--- src/rtl/mem_arb_pkg.sv ---
// Shared types and helpers for the unified-memory port arbiter.
package mem_arb_pkg;

    typedef enum logic [1:0] {IDLE, ACCESS, RESP} state_t;
    typedef enum logic {GNT_IF, GNT_D} grant_t;

    localparam int WORD_BYTES = 4;

    // Word-aligned and inside memory; lim is the highest legal word address.
    function automatic logic adr_ok(input logic [31:0] adr, input logic [31:0] lim);
        return (adr[1:0] == 2'b00) && (adr <= lim);
    endfunction

endpackage

--- src/rtl/rr_arb2.sv ---
// Two-way round-robin grant, one-hot: bit 0 = fetch, bit 1 = data.
module rr_arb2
    import mem_arb_pkg::*;
(
    input  logic       if_req,
    input  logic       d_req,
    input  grant_t     last_grant,
    output logic [1:0] gnt
);

    always_comb begin
        gnt = 2'b00;
        if (if_req && d_req)
            gnt = (last_grant == GNT_D) ? 2'b01 : 2'b10;
        else if (if_req)
            gnt = 2'b01;
        else if (d_req)
            gnt = 2'b10;
    end

endmodule

--- src/rtl/mem_port_arbiter.sv ---
// Shares one single-ported memory between instruction fetch and load/store,
// running each access as a fixed-length IDLE/ACCESS/RESP transaction.
module mem_port_arbiter
    import mem_arb_pkg::*;
#(
    parameter int WAIT_CYCLES = 0,
    parameter int MEM_BYTES   = 65536
) (
    input  logic        clk,
    input  logic        rst,
    input  logic        if_req,
    input  logic [31:0] if_adr,
    output logic [31:0] if_rdata,
    output logic        if_ack,
    output logic        if_err,
    input  logic        d_req,
    input  logic        d_wr,
    input  logic [31:0] d_adr,
    input  logic [31:0] d_wdata,
    output logic [31:0] d_rdata,
    output logic        d_ack,
    output logic        d_err,
    output logic [31:0] mem_adr,
    output logic [31:0] mem_d_in,
    output logic        mem_mrd,
    output logic        mem_mwr,
    input  logic [31:0] mem_d_out
);

    localparam logic [31:0] ADR_LIM = 32'(MEM_BYTES - WORD_BYTES);

    state_t      state;
    logic [3:0]  cnt;
    grant_t      gnt_q;
    grant_t      last_grant;
    logic        rej_q;
    logic [1:0]  gnt;

    rr_arb2 u_arb (
        .if_req     (if_req),
        .d_req      (d_req),
        .last_grant (last_grant),
        .gnt        (gnt)
    );

    grant_t      gnt_next;
    logic [31:0] req_adr;
    logic [31:0] cur_adr;
    logic        req_legal;
    logic        is_store;
    logic        in_acc;

    assign gnt_next  = gnt[1] ? GNT_D : GNT_IF;
    assign req_adr   = (gnt_next == GNT_D) ? d_adr : if_adr;
    assign req_legal = adr_ok(req_adr, ADR_LIM);
    assign cur_adr   = (gnt_q == GNT_D) ? d_adr : if_adr;
    assign is_store  = (gnt_q == GNT_D) && d_wr;
    assign in_acc    = (state == ACCESS);

    // Strobes decode straight from state so reset kills a pending write at once.
    assign mem_adr  = in_acc ? cur_adr : 32'h0;
    assign mem_d_in = (in_acc && is_store) ? d_wdata : 32'h0;
    assign mem_mrd  = in_acc && !is_store;
    assign mem_mwr  = in_acc && is_store && (cnt == 4'd0);

    assign if_ack = (state == RESP) && (gnt_q == GNT_IF);
    assign d_ack  = (state == RESP) && (gnt_q == GNT_D);
    assign if_err = if_ack && rej_q;
    assign d_err  = d_ack && rej_q;

    always_ff @(posedge clk or negedge rst) begin
        if (!rst) begin
            state      <= IDLE;
            cnt        <= 4'd0;
            gnt_q      <= GNT_IF;
            last_grant <= GNT_D;
            rej_q      <= 1'b0;
            if_rdata   <= 32'h0;
            d_rdata    <= 32'h0;
        end else begin
            case (state)
                IDLE: begin
                    if (gnt != 2'b00) begin
                        gnt_q <= gnt_next;
                        rej_q <= !req_legal;
                        if (req_legal) begin
                            state <= ACCESS;
                            cnt   <= 4'(WAIT_CYCLES);
                        end else begin
                            state <= RESP;
                            if (gnt_next == GNT_IF) if_rdata <= 32'h0;
                            else                    d_rdata  <= 32'h0;
                        end
                    end
                end
                ACCESS: begin
                    if (cnt == 4'd0) begin
                        state <= RESP;
                        if (!is_store) begin
                            if (gnt_q == GNT_IF) if_rdata <= mem_d_out;
                            else                 d_rdata  <= mem_d_out;
                        end
                    end else begin
                        cnt <= cnt - 4'd1;
                    end
                end
                RESP: begin
                    last_grant <= gnt_q;
                    state      <= IDLE;
                end
                default: state <= IDLE;
            endcase
        end
    end

endmodule

--- config.mk ---
export PLATFORM = sky130hd
export DESIGN_NAME = mem_port_arbiter
export DESIGN_NICKNAME = d
export VERILOG_FILES = /design/src/rtl/mem_arb_pkg.sv /design/src/rtl/rr_arb2.sv /design/src/rtl/mem_port_arbiter.sv
export SDC_FILE = /design/constraint.sdc
export NUM_CORES = 1
export LEC_CHECK = 0
export ABC_AREA = 1
export CORE_MARGIN = 2
export CORE_UTILIZATION = 38
export CTS_BUF_LIST = sky130_fd_sc_hd__clkbuf_2
export DETAILED_ROUTE_END_ITERATION = 6
export PLACE_DENSITY_LB_ADDON = 0.25
export REMOVE_ABC_BUFFERS = 1
export SLEW_MARGIN = 30
export SYNTH_ARGS = -nofsm -noshare
export SYNTH_HDL_FRONTEND = slang
export SYNTH_SLANG_ARGS = --single-unit
--- constraint.sdc ---
create_clock -name clk -period 2.42 [get_ports clk]
set_clock_uncertainty 0.15 [all_clocks]
set_input_delay 0.484 -clock clk [delete_from_list [all_inputs] [get_ports clk]]
set_output_delay 0.484 -clock clk [all_outputs]
set_load 0.03 [all_outputs]
==> results of run 1 <==
logic make-up (layout without fill, tap and decap cells):
family	count (synthesis)	in the layout	synth area share, %
compound gates	37	37	4.559
xor+xnor	2	2	0.4172
fa+ha+maj	2	2	0.5959
buf+inv	114	391	11.68
flops	73	73	43.53
simple gates	402	402	39.21
cell usage after synthesis:
library cell	instances
sky130_fd_sc_hd__dfstp_2	1
sky130_fd_sc_hd__nor2_1	95
sky130_fd_sc_hd__nor2_2	2
sky130_fd_sc_hd__nand3_1	71
sky130_fd_sc_hd__o21ai_2	1
sky130_fd_sc_hd__inv_1	74
sky130_fd_sc_hd__nor2_4	4
sky130_fd_sc_hd__buf_2	14
sky130_fd_sc_hd__a21oi_1	31
sky130_fd_sc_hd__xnor2_1	2
sky130_fd_sc_hd__buf_1	3
sky130_fd_sc_hd__dfrtp_1	72
sky130_fd_sc_hd__inv_2	4
sky130_fd_sc_hd__nor3_1	3
sky130_fd_sc_hd__buf_6	5
sky130_fd_sc_hd__ha_1	2
sky130_fd_sc_hd__nand2_1	223
sky130_fd_sc_hd__clkbuf_1	12
sky130_fd_sc_hd__o22ai_1	2
sky130_fd_sc_hd__o21ai_0	3
sky130_fd_sc_hd__buf_4	2
sky130_fd_sc_hd__nand2_2	4
through the flow:
step           power (mW)  hold WS [ps]  util [%]  cells  cell area [um2]
2_1_floorplan       4.496         38.41         -    594             4001
3_3_place_gp        6.600         305.0     64.50   1023             6962
3_5_place_dp        6.702         309.0     64.50   1023             6962
4_1_cts             7.476         236.3     66.21   1046             7146
5_1_grt             8.089         239.6     68.91   1047             7437
6_report            7.619         256.8     68.91   1047             7437
worst max-delay path: stages (launching register included):
cell	delay, ps
sky130_fd_sc_hd__dfrtp_1	460
sky130_fd_sc_hd__nor2_4	240
sky130_fd_sc_hd__nand2_4	110
sky130_fd_sc_hd__buf_12	180
sky130_fd_sc_hd__nor2_1	130
sky130_fd_sc_hd__buf_4	180
timing repair:
item                                    4_1_cts  5_1_grt
resized for setup                             9       85
hold buffers                                  1        0
gates cloned                                  2        0
pin swaps                                     1        2
endpoints found under the hold margin        31        0
endpoints found under the setup margin       67       56
buffers inserted                              4        1
state kept, by name, summed over array words and instances, names as in the netlist:
register and cells:
gnt_q 1, rej_q 1, cnt 4, last_grant 1, if_rdata 32, state 2, d_rdata 32
power by group through the flow:
stage,Clock (mW),Combinational (mW),Sequential [mW]
final,0.682,4.91,2.03
after global routing,0.756,5.26,2.08
after CTS,0.698,4.76,2.02
after detailed placement,0,4.66,2.04
after global placement,0,4.57,2.03
after floorplan,0,1.65,2.84
layer usage:
layer / global-route usage, % / vias up / share of wire [%]
li1: - / 2458 / -
met4: 7.509 / 0 / 1.5
met1: 31.63 / 2372 / 40
met3: 4.184 / 20 / 7.0
met2: 44.28 / 246 / 51
met5: 0 / - / 0
area by class of cell:
| class | count | area share (%) |
|---|---|---|
| Clock buffer | 9 | 0.6057 |
| Multi-Input combinational cell | 443 | 27.46 |
| Inverter | 78 | 4.071 |
| Timing Repair Buffer | 295 | 39.80 |
| Tap cell | 140 | 2.355 |
| Clock inverter | 7 | 0.9421 |
| Timing Repair inverter | 2 | 0.1682 |
| Sequential cell | 73 | 24.60 |
how the worst min path moves through the flow:
| stage | end | start | depth (start not counted) |
|---|---|---|---|
| finish | d_rdata[7] | rst | 2 |
| global route | d_rdata[10] | rst | 2 |
| CTS | d_rdata[7] | rst | 2 |
| detailed placement | d_rdata[2] | d_rdata[2] | 2 |
| global placement | d_rdata[6] | rst | 1 |
| floorplan | cnt[0] | rst | 0 |
==> results.txt, run 1 <==
----------------------------------------------------
[Timing]
  Setup-failing EPs final ... 0
  Total negative setup slack ... 0 ps
  Worst slew slack as a fraction of its limit ... 69.86%
  Pins Over Slew Limit ... 0
  Transition time at the pin with the least slew margin ... 452.2 ps
  Share of the cycle needed by the critical path after routing ... 99.77%
  Final number of hold-violating endpoints ... 0
  Unrepaired setup endpoints after global routing ... true
  Highest achievable clock rate ... 0.4142 GHz
  Min Clock Period, post-route ... 2415 ps
  Worst Slack Setup Final ... 5.480 ps

[Clocking]
  Insertion delay to the later sink of the worst-skew pair ... 490 ps
  Clock root buffer master ... sky130_fd_sc_hd__clkbuf_2
  Clock Path Buffers ... 2
  Number of CTS-inserted buffers ... 9
  Clock tree from TritonCTS ... yes
  Count of H-tree levels built during CTS ... 3
  Sinks on Clock Net ... 73
  Clock-pin slew on the worst setup and hold paths ... 240 ps

[Pwr]
  Part of the total power dissipated in combinational logic ... 64.4%
  Proportion of power drawn by flip-flops and latches ... 26.6%
  Part of the total power dissipated in the clock network ... 9.0%
  Design internal power ... 3.804 mW
  Leak Pwr ... 3.856 nW
  Power Dens Cells ... 1024 nW/um2
  Psw ... 3.816 mW
  Sw frac ... 50.08%
  Largest voltage drop on the vdd net ... 730.4 uV

[Global routing]
  Total grt overflow ... 0
  Vias in the first global route ... 4876
  Maximum number of pins on one net before global-route repair ... 42
  First-pass GRT wire length ... 23.53 mm
  Antenna violations before repair ... 0
  GRT Util Overall ... 25.18%

[Route]
  Pre-antenna DRT Iters ... 6
  Mean routed wirelength per cell ... 14.80 um
  Final wirelength ... 15.50 mm
  Violation count after the first detailed-routing iteration ... 284
  DRC violations left ... 0
  Number of vias per cell ... 4.867
  Count of nets left with antenna violations after detail routing ... 0
  Vias after detailed routing ... 5096

[Setup path]
  CP Launch Point ... state[1]
  Category of the worst setup path capture point ... output pin
  Startpoint types ... register
  Worst Reg-to-Reg Cells ... 10
  End point of the critical path ... mem_d_in[26]
  Setup slack of the worst register-to-register path ... 270 ps
  WS Path Type ... reg -> out
  Worst r2r src ... state[1]
  Max Fanout on Critical Path ... 24
  Worst endpoint required time ... 1790 ps
  Data arrival at the endpoint of the critical path ... 1780 ps
  Reg2reg end ... if_rdata[31]

[Finish]
  Count of inserted antenna diode cells ... 0
  Share of post-route cells with drive strength above 1 ... 18.96%
  Number of inserted filler cells in the final layout ... 872
  Commonest non-fill, non-tap cell in the layout ... sky130_fd_sc_hd__nand2_1
  Multi-input gate area in the final layout ... 2042 um2
  Most used cells in the layout excluding fill and tap cells ... 221 x sky130_fd_sc_hd__nand2_1, 195 x sky130_fd_sc_hd__clkdlybuf4s50_1, 73 x sky130_fd_sc_hd__inv_1, 73 x sky130_fd_sc_hd__nor2_1
  Register area ... 1829 um2
  Area Overhead vs Synth ... 77.12%
  Count of nets after finishing ... 1037

[Logic synthesis]
  Fraction of the yosys area taken by sequential cells ... 43.53%
  Fraction of post-synthesis cell area in the top cell type by area ... 42.91%
  Top area cells in the synthesized netlist ... sky130_fd_sc_hd__dfrtp_1 43%, sky130_fd_sc_hd__nand2_1 20%, sky130_fd_sc_hd__nor2_1 8.5%
  Count of yosys warnings during synthesis ... 0
  Mean instance size in the synthesized netlist ... 6.665 um2
  Total of flip-flops plus latches after synthesis ... 73
  Most area-hungry cell type in the Yosys netlist ... sky130_fd_sc_hd__dfrtp_1
  Count of distinct cell types in the synthesized netlist ... 22
  Cell count after synthesis ... 630
  Post-Synthesis Cell Area ... 4199 um2

[Placed design]
  Setup WS pre-CTS ... 39.01 ps
  Count of buffers from port buffering ... 266
  RD Place Congestion ... 0.9144
  DP Wirelength ... 11.61 mm

[Job]
  Max capacitance violation total ... 0

[Die]
  Vert. Die Dim ... 109.1 um
  Effective utilization at floorplan ... 38.91%
  Number of top-level pins ... 267
  Standard cell core area ... 10790 um2
  Number of placement rows ... 38
  Die Footprint ... 11910 um2
  Horizontal die dimension ... 109.1 um

[Outcome]
  Run status ... complete, no violations

[Worst hold path]
  Path class of the lowest-slack min-delay path ... in -> async

----------------------------------------------------
Power figures use the tool's default switching activity.
==> run 2, diff against run 1 <==
Settings changed: CAP_MARGIN from default to 20, RECOVER_POWER from default to 50.
==> run 2 against run 1 <==
Setup slack better by 4.9 ps. Global-route usage unchanged. Combinational power shrank 1%. Via count decreased by 0.39%. Register-to-register slack got worse by 100 ps. Sequential power about the same. Clock power about the same. Cell count did not move. Die area did not move. Largest cell class unchanged. First-iteration DRC count is the same. Flip-flop and latch count is the same. Highest routed layer unchanged. Total power down 0.93%.
==> results.txt, run 2 (same netlist as run 1, synthesis figures left out) <==
----------------------------------------------------
[Route]
  Number of vias per cell ... 4.848
  Pre-antenna DRT Iters ... 6
  Count of nets left with antenna violations after detail routing ... 0
  DRC violations left ... 0
  Violation count after the first detailed-routing iteration ... 284
  Mean routed wirelength per cell ... 14.77 um
  Final wirelength ... 15.47 mm
  Vias after detailed routing ... 5076

[Die]
  Number of placement rows ... 38
  Vert. Die Dim ... 109.1 um
  Die Footprint ... 11910 um2
  Standard cell core area ... 10790 um2
  Effective utilization at floorplan ... 38.91%
  Number of top-level pins ... 267
  Horizontal die dimension ... 109.1 um

[Clocking]
  Clock Path Buffers ... 2
  Sinks on Clock Net ... 73
  Count of H-tree levels built during CTS ... 3
  Clock root buffer master ... sky130_fd_sc_hd__clkbuf_2
  Insertion delay to the later sink of the worst-skew pair ... 480 ps
  Clock tree from TritonCTS ... yes
  Clock-pin slew on the worst setup and hold paths ... 190 ps
  Number of CTS-inserted buffers ... 9

[Placed design]
  DP Wirelength ... 11.61 mm
  Count of buffers from port buffering ... 266
  RD Place Congestion ... 0.9144
  Setup WS pre-CTS ... 39.01 ps

[Timing]
  Unrepaired setup endpoints after global routing ... true
  Transition time at the pin with the least slew margin ... 996.8 ps
  Setup-failing EPs final ... 0
  Final-layout worst hold slack ... 350.5 ps
  Min Clock Period, post-route ... 2410 ps
  Worst slew slack as a fraction of its limit ... 33.55%
  Worst Slack Setup Final ... 10.40 ps
  Highest achievable clock rate ... 0.4150 GHz
  Final number of hold-violating endpoints ... 0
  Pins Over Slew Limit ... 0
  Share of the cycle needed by the critical path after routing ... 99.57%

[Setup path]
  Startpoint types ... register
  Data arrival at the endpoint of the critical path ... 1780 ps
  Worst endpoint required time ... 1790 ps
  WS Path Type ... reg -> out
  Setup slack of the worst register-to-register path ... 170 ps
  Category of the worst setup path capture point ... output pin
  Worst Reg-to-Reg Cells ... 9
  Max Fanout on Critical Path ... 4

[Global routing]
  Maximum number of pins on one net before global-route repair ... 42
  GRT Util Overall ... 25.18%
  Antenna violations before repair ... 0
  First-pass GRT wire length ... 23.53 mm
  Total grt overflow ... 0
  Vias in the first global route ... 4876

[Finish]
  Count of inserted antenna diode cells ... 0
  Commonest non-fill, non-tap cell in the layout ... sky130_fd_sc_hd__nand2_1
  Share of post-route cells with drive strength above 1 ... 18.41%
  Largest registers ... d_rdata: 32 flops, if_rdata: 32 flops, cnt: 4 flops
  Count of nets after finishing ... 1037
  Most used cells in the layout excluding fill and tap cells ... 221 x sky130_fd_sc_hd__nand2_1, 195 x sky130_fd_sc_hd__clkdlybuf4s50_1, 76 x sky130_fd_sc_hd__nor2_1
  Area Overhead vs Synth ... 76.07%

[Job]
  Max capacitance violation total ... 0

[Pwr]
  Leak Pwr ... 3.844 nW
  Largest voltage drop on the vdd net ... 723.7 uV
  Power Dens Cells ... 1021 nW/um2

[Outcome]
  Run status ... complete, no violations

[Worst hold path]
  Path class of the lowest-slack min-delay path ... reg -> reg
  Depth of the worst hold-timing path ... 2

----------------------------------------------------
==> run 2: per-layer routing <==
layer,up-vias,GRT usage (%),share of wire (%)
met4,0,7.509,1.5
met1,2347,31.63,40
met3,23,4.184,7.3
met5,-,0,0
li1,2458,-,-
met2,248,44.28,51
==> run 2: where the power goes <==
group          internal (mW)  leakage, nW  total, mW  switching [mW]
sequential              1.69        0.992       2.03           0.334
combinational           1.84         2.79       4.84            3.01
clock                  0.236       0.0620      0.679           0.443
total                   3.76         3.84       7.55            3.79
==> run 2: worst max-delay path, cell delays in order, from the launching register on <==
cell	delay, ps
sky130_fd_sc_hd__dfrtp_1	460
sky130_fd_sc_hd__nor2_4	240
sky130_fd_sc_hd__buf_4	150
sky130_fd_sc_hd__nand2_1	90
sky130_fd_sc_hd__o22ai_1	170
sky130_fd_sc_hd__buf_4	190
==> run 2: cell type report <==
type | count | area [um2]
repair inverters | 2 | 12.51
inverters | 78 | 302.8
clock buffers | 9 | 45.04
repair buffers | 295 | 2934
well taps | 140 | 175.2
clock inverters | 7 | 70.07
multi-input cells | 443 | 2024
flip-flops and latches | 73 | 1829
fillers | 881 | 3400
==> run 2: path summary, 6_finish.rpt <==
path	start	endpoint
setup / recovery	state[1]	mem_adr[30]
hold / removal	d_rdata[24]	d_rdata[24]
setup reg to reg	state[1]	d_rdata[20]
hold reg to reg	d_rdata[24]	d_rdata[24]
max in group asynchronous	rst	d_rdata[9]
min in group asynchronous	rst	d_rdata[7]
==> run 2: what timing repair did <==
action	4_1_cts	5_1_grt
endpoints found under the hold margin	31	0
hold buffers	1	0
buffers inserted	4	1
cloned	2	0
endpoints found under the setup margin	67	56
pin swaps	1	2
gates resized for setup	9	85
==> run 2: metrics by stage <==
step | util (%) | TNS (ps) | total power [mW] | instances | cell area, um2
2_1_floorplan | - | -11890 | 4.496 | 594 | 4001
3_3_place_gp | 64.50 | 0 | 6.600 | 1023 | 6962
3_5_place_dp | 64.50 | 0 | 6.702 | 1023 | 6962
4_1_cts | 66.21 | -145.4 | 7.476 | 1046 | 7146
5_1_grt | 68.50 | -5079 | 8.023 | 1047 | 7393
6_report | 68.50 | 0 | 7.548 | 1047 | 7393
==> run 3, diff against run 2 <==
Settings changed: ABC_CLOCK_PERIOD_IN_PS from default to 2250.
Clock period 2.42 ns to 2.25 ns, I/O delays scaled along.
==> run 3 against run 2 <==
Clock power grew 9.9%. Largest power group unchanged. The flow now finishes with violations (setup timing). Highest routed layer unchanged. Total power rose by 20%. Worst hold slack worse by 2.9 ps.
==> results.txt, run 3 (same netlist as run 1, synthesis figures left out) <==
----------------------------------------------------
[Pwr]
  Leak Pwr ... 4.538 nW
  Power Dens Cells ... 1095 nW/um2
  Design Power ... 9.094 mW
  Largest voltage drop on the vdd net ... 824.3 uV

[Worst hold path]
  Path class of the lowest-slack min-delay path ... reg -> reg

[Route]
  Vias after detailed routing ... 5412
  Pre-antenna DRT Iters ... 7
  Mean routed wirelength per cell ... 17.02 um
  Violation count after the first detailed-routing iteration ... 348
  Final wirelength ... 18.18 mm
  DRC violations left ... 0
  Number of vias per cell ... 5.067
  Count of nets left with antenna violations after detail routing ... 0

[Setup path]
  Max Fanout on Critical Path ... 8
  Worst Reg-to-Reg Cells ... 11
  Reg2reg end ... if_rdata[30]
  End point of the critical path ... mem_d_in[30]
  Slowest CP cell ... sky130_fd_sc_hd__dfrtp_1
  Crit path cell chain ... nor2_4 > buf_6 > nand2_8 > buf_8 > nor2_1 > buf_4
  Total stage count of the critical path ... 6
  Worst r2r src ... state[0]
  Startpoint types ... register
  Data arrival at the endpoint of the critical path ... 1850 ps
  Crit path buf inv count ... 3
  WS Path Type ... reg -> out
  Largest delay share family, worst path ... buffers and inverters
  Setup slack of the worst register-to-register path ... -50 ps
  Category of the worst setup path capture point ... output pin
  Slowest stage delay, CP ... 460 ps
  Worst endpoint required time ... 1650 ps
  CP Launch Point ... state[1]

[Finish]
  Area Overhead vs Synth ... 97.77%
  Count of inserted antenna diode cells ... 0
  Final standard cell area without fillers ... 8304 um2
  Share of the core filled with cells ... 76.94%
  Most used cells in the layout excluding fill and tap cells ... 216 x sky130_fd_sc_hd__nand2_1, 146 x sky130_fd_sc_hd__clkdlybuf4s50_1, 74 x sky130_fd_sc_hd__inv_1
  Commonest non-fill, non-tap cell in the layout ... sky130_fd_sc_hd__nand2_1
  Count of nets after finishing ... 1058
  Share of post-route cells with drive strength above 1 ... 24.25%
  Largest registers ... d_rdata: 32 flops, if_rdata: 32 flops, cnt: 4 flops

[Timing]
  Transition time at the pin with the least slew margin ... 876.9 ps
  Worst Slack Setup Final ... -198.5 ps
  Worst slew slack as a fraction of its limit ... 41.54%
  Total negative setup slack ... -4747 ps
  Share of the cycle needed by the critical path after routing ... 108.8%
  Final number of hold-violating endpoints ... 0
  Min Clock Period, post-route ... 2449 ps
  Unrepaired setup endpoints after global routing ... true
  Highest achievable clock rate ... 0.4084 GHz
  Pins Over Slew Limit ... 0
  Setup-failing EPs final ... 94

[Placed design]
  Total cell area at the placement stage ... 7054 um2
  RD Place Congestion ... 0.9024
  DP Wirelength ... 11.80 mm
  Count of buffers from port buffering ... 266
  Setup WS pre-CTS ... -91.54 ps

[Clocking]
  Clock Path Buffers ... 2
  Clock-pin slew on the worst setup and hold paths ... 210 ps
  Count of H-tree levels built during CTS ... 3
  Clock tree from TritonCTS ... yes
  Sinks on Clock Net ... 73
  Insertion delay to the later sink of the worst-skew pair ... 480 ps
  Number of CTS-inserted buffers ... 9
  Clock root buffer master ... sky130_fd_sc_hd__clkbuf_2

[Global routing]
  Antenna violations before repair ... 0
  First-pass GRT wire length ... 26.63 mm
  GRT Util Overall ... 28.91%
  Vias in the first global route ... 5379
  Maximum number of pins on one net before global-route repair ... 39
  Total grt overflow ... 0

[Die]
  Effective utilization at floorplan ... 38.91%
  Number of top-level pins ... 267
  Horizontal die dimension ... 109.1 um
  Standard cell core area ... 10790 um2
  Die Footprint ... 11910 um2
  Vert. Die Dim ... 109.1 um
  Number of placement rows ... 38

[Job]
  Max capacitance violation total ... 0

[Outcome]
  Run status ... finished with violations
  Violated checks ... setup timing

----------------------------------------------------
-- run 3: worst reg2reg max path, delay by kind of cell (launching register included) --
| kind | cells | cell delay, ps |
|---|---|---|
| AOI/OAI and AO/OA | 1 | 120 |
| buffers and inverters | 4 | 580 |
| DFF | 1 | 420 |
| and+or+nand+nor | 6 | 970 |
-- run 3: final cells by class --
| cell class | count | area, um2 |
|---|---|---|
| fill | 721 | 2489 |
| tap | 140 | 175.2 |
| clock inverter | 7 | 68.82 |
| sequential | 73 | 1829 |
| clock buffer | 9 | 45.04 |
| multi-input combinational | 443 | 2465 |
| timing repair buffer | 318 | 3403 |
| inverter | 78 | 317.8 |
-- run 3: metrics by stage --
step                cells  hold WS (ps)
floorplan             594         4.409
global placement     1027         274.8
detailed placement   1027         286.8
CTS                  1065         226.9
global route         1068         374.0
finish               1068         347.5
-- run 3: worst min path at each step --
| stage | start | end | slack [ps] | cells after the start |
|---|---|---|---|---|
| floorplan | rst | cnt[0] | 4 | 0 |
| global route | d_rdata[5] | d_rdata[5] | 370 | 2 |
| finish | d_rdata[27] | d_rdata[27] | 350 | 2 |
| detailed placement | rst | d_rdata[5] | 290 | 1 |
| global placement | rst | d_rdata[26] | 270 | 1 |
| CTS | rst | d_rdata[5] | 230 | 2 |
-- run 3: timing repair --
item	4_1_cts	5_1_grt
setup endpoints to repair	73	115
pin swaps	3	3
hold buffers	1	0
hold endpoints to repair	33	0
resized for setup	164	107
cloned	7	0
buffers inserted	14	4
-- run 3: where the power goes --
part	internal, mW	switching [mW]
sequential	1.82	0.329
combinational	2.40	3.80
clock	0.255	0.491
-- run 3: metal layers --
layer	track usage [%]	up-vias	wire, um
met5	0	-	0
met4	11.17	0	499
met3	5.559	40	1237
met2	52.04	271	9613
met1	33.74	2594	6830
li1	-	2507	-
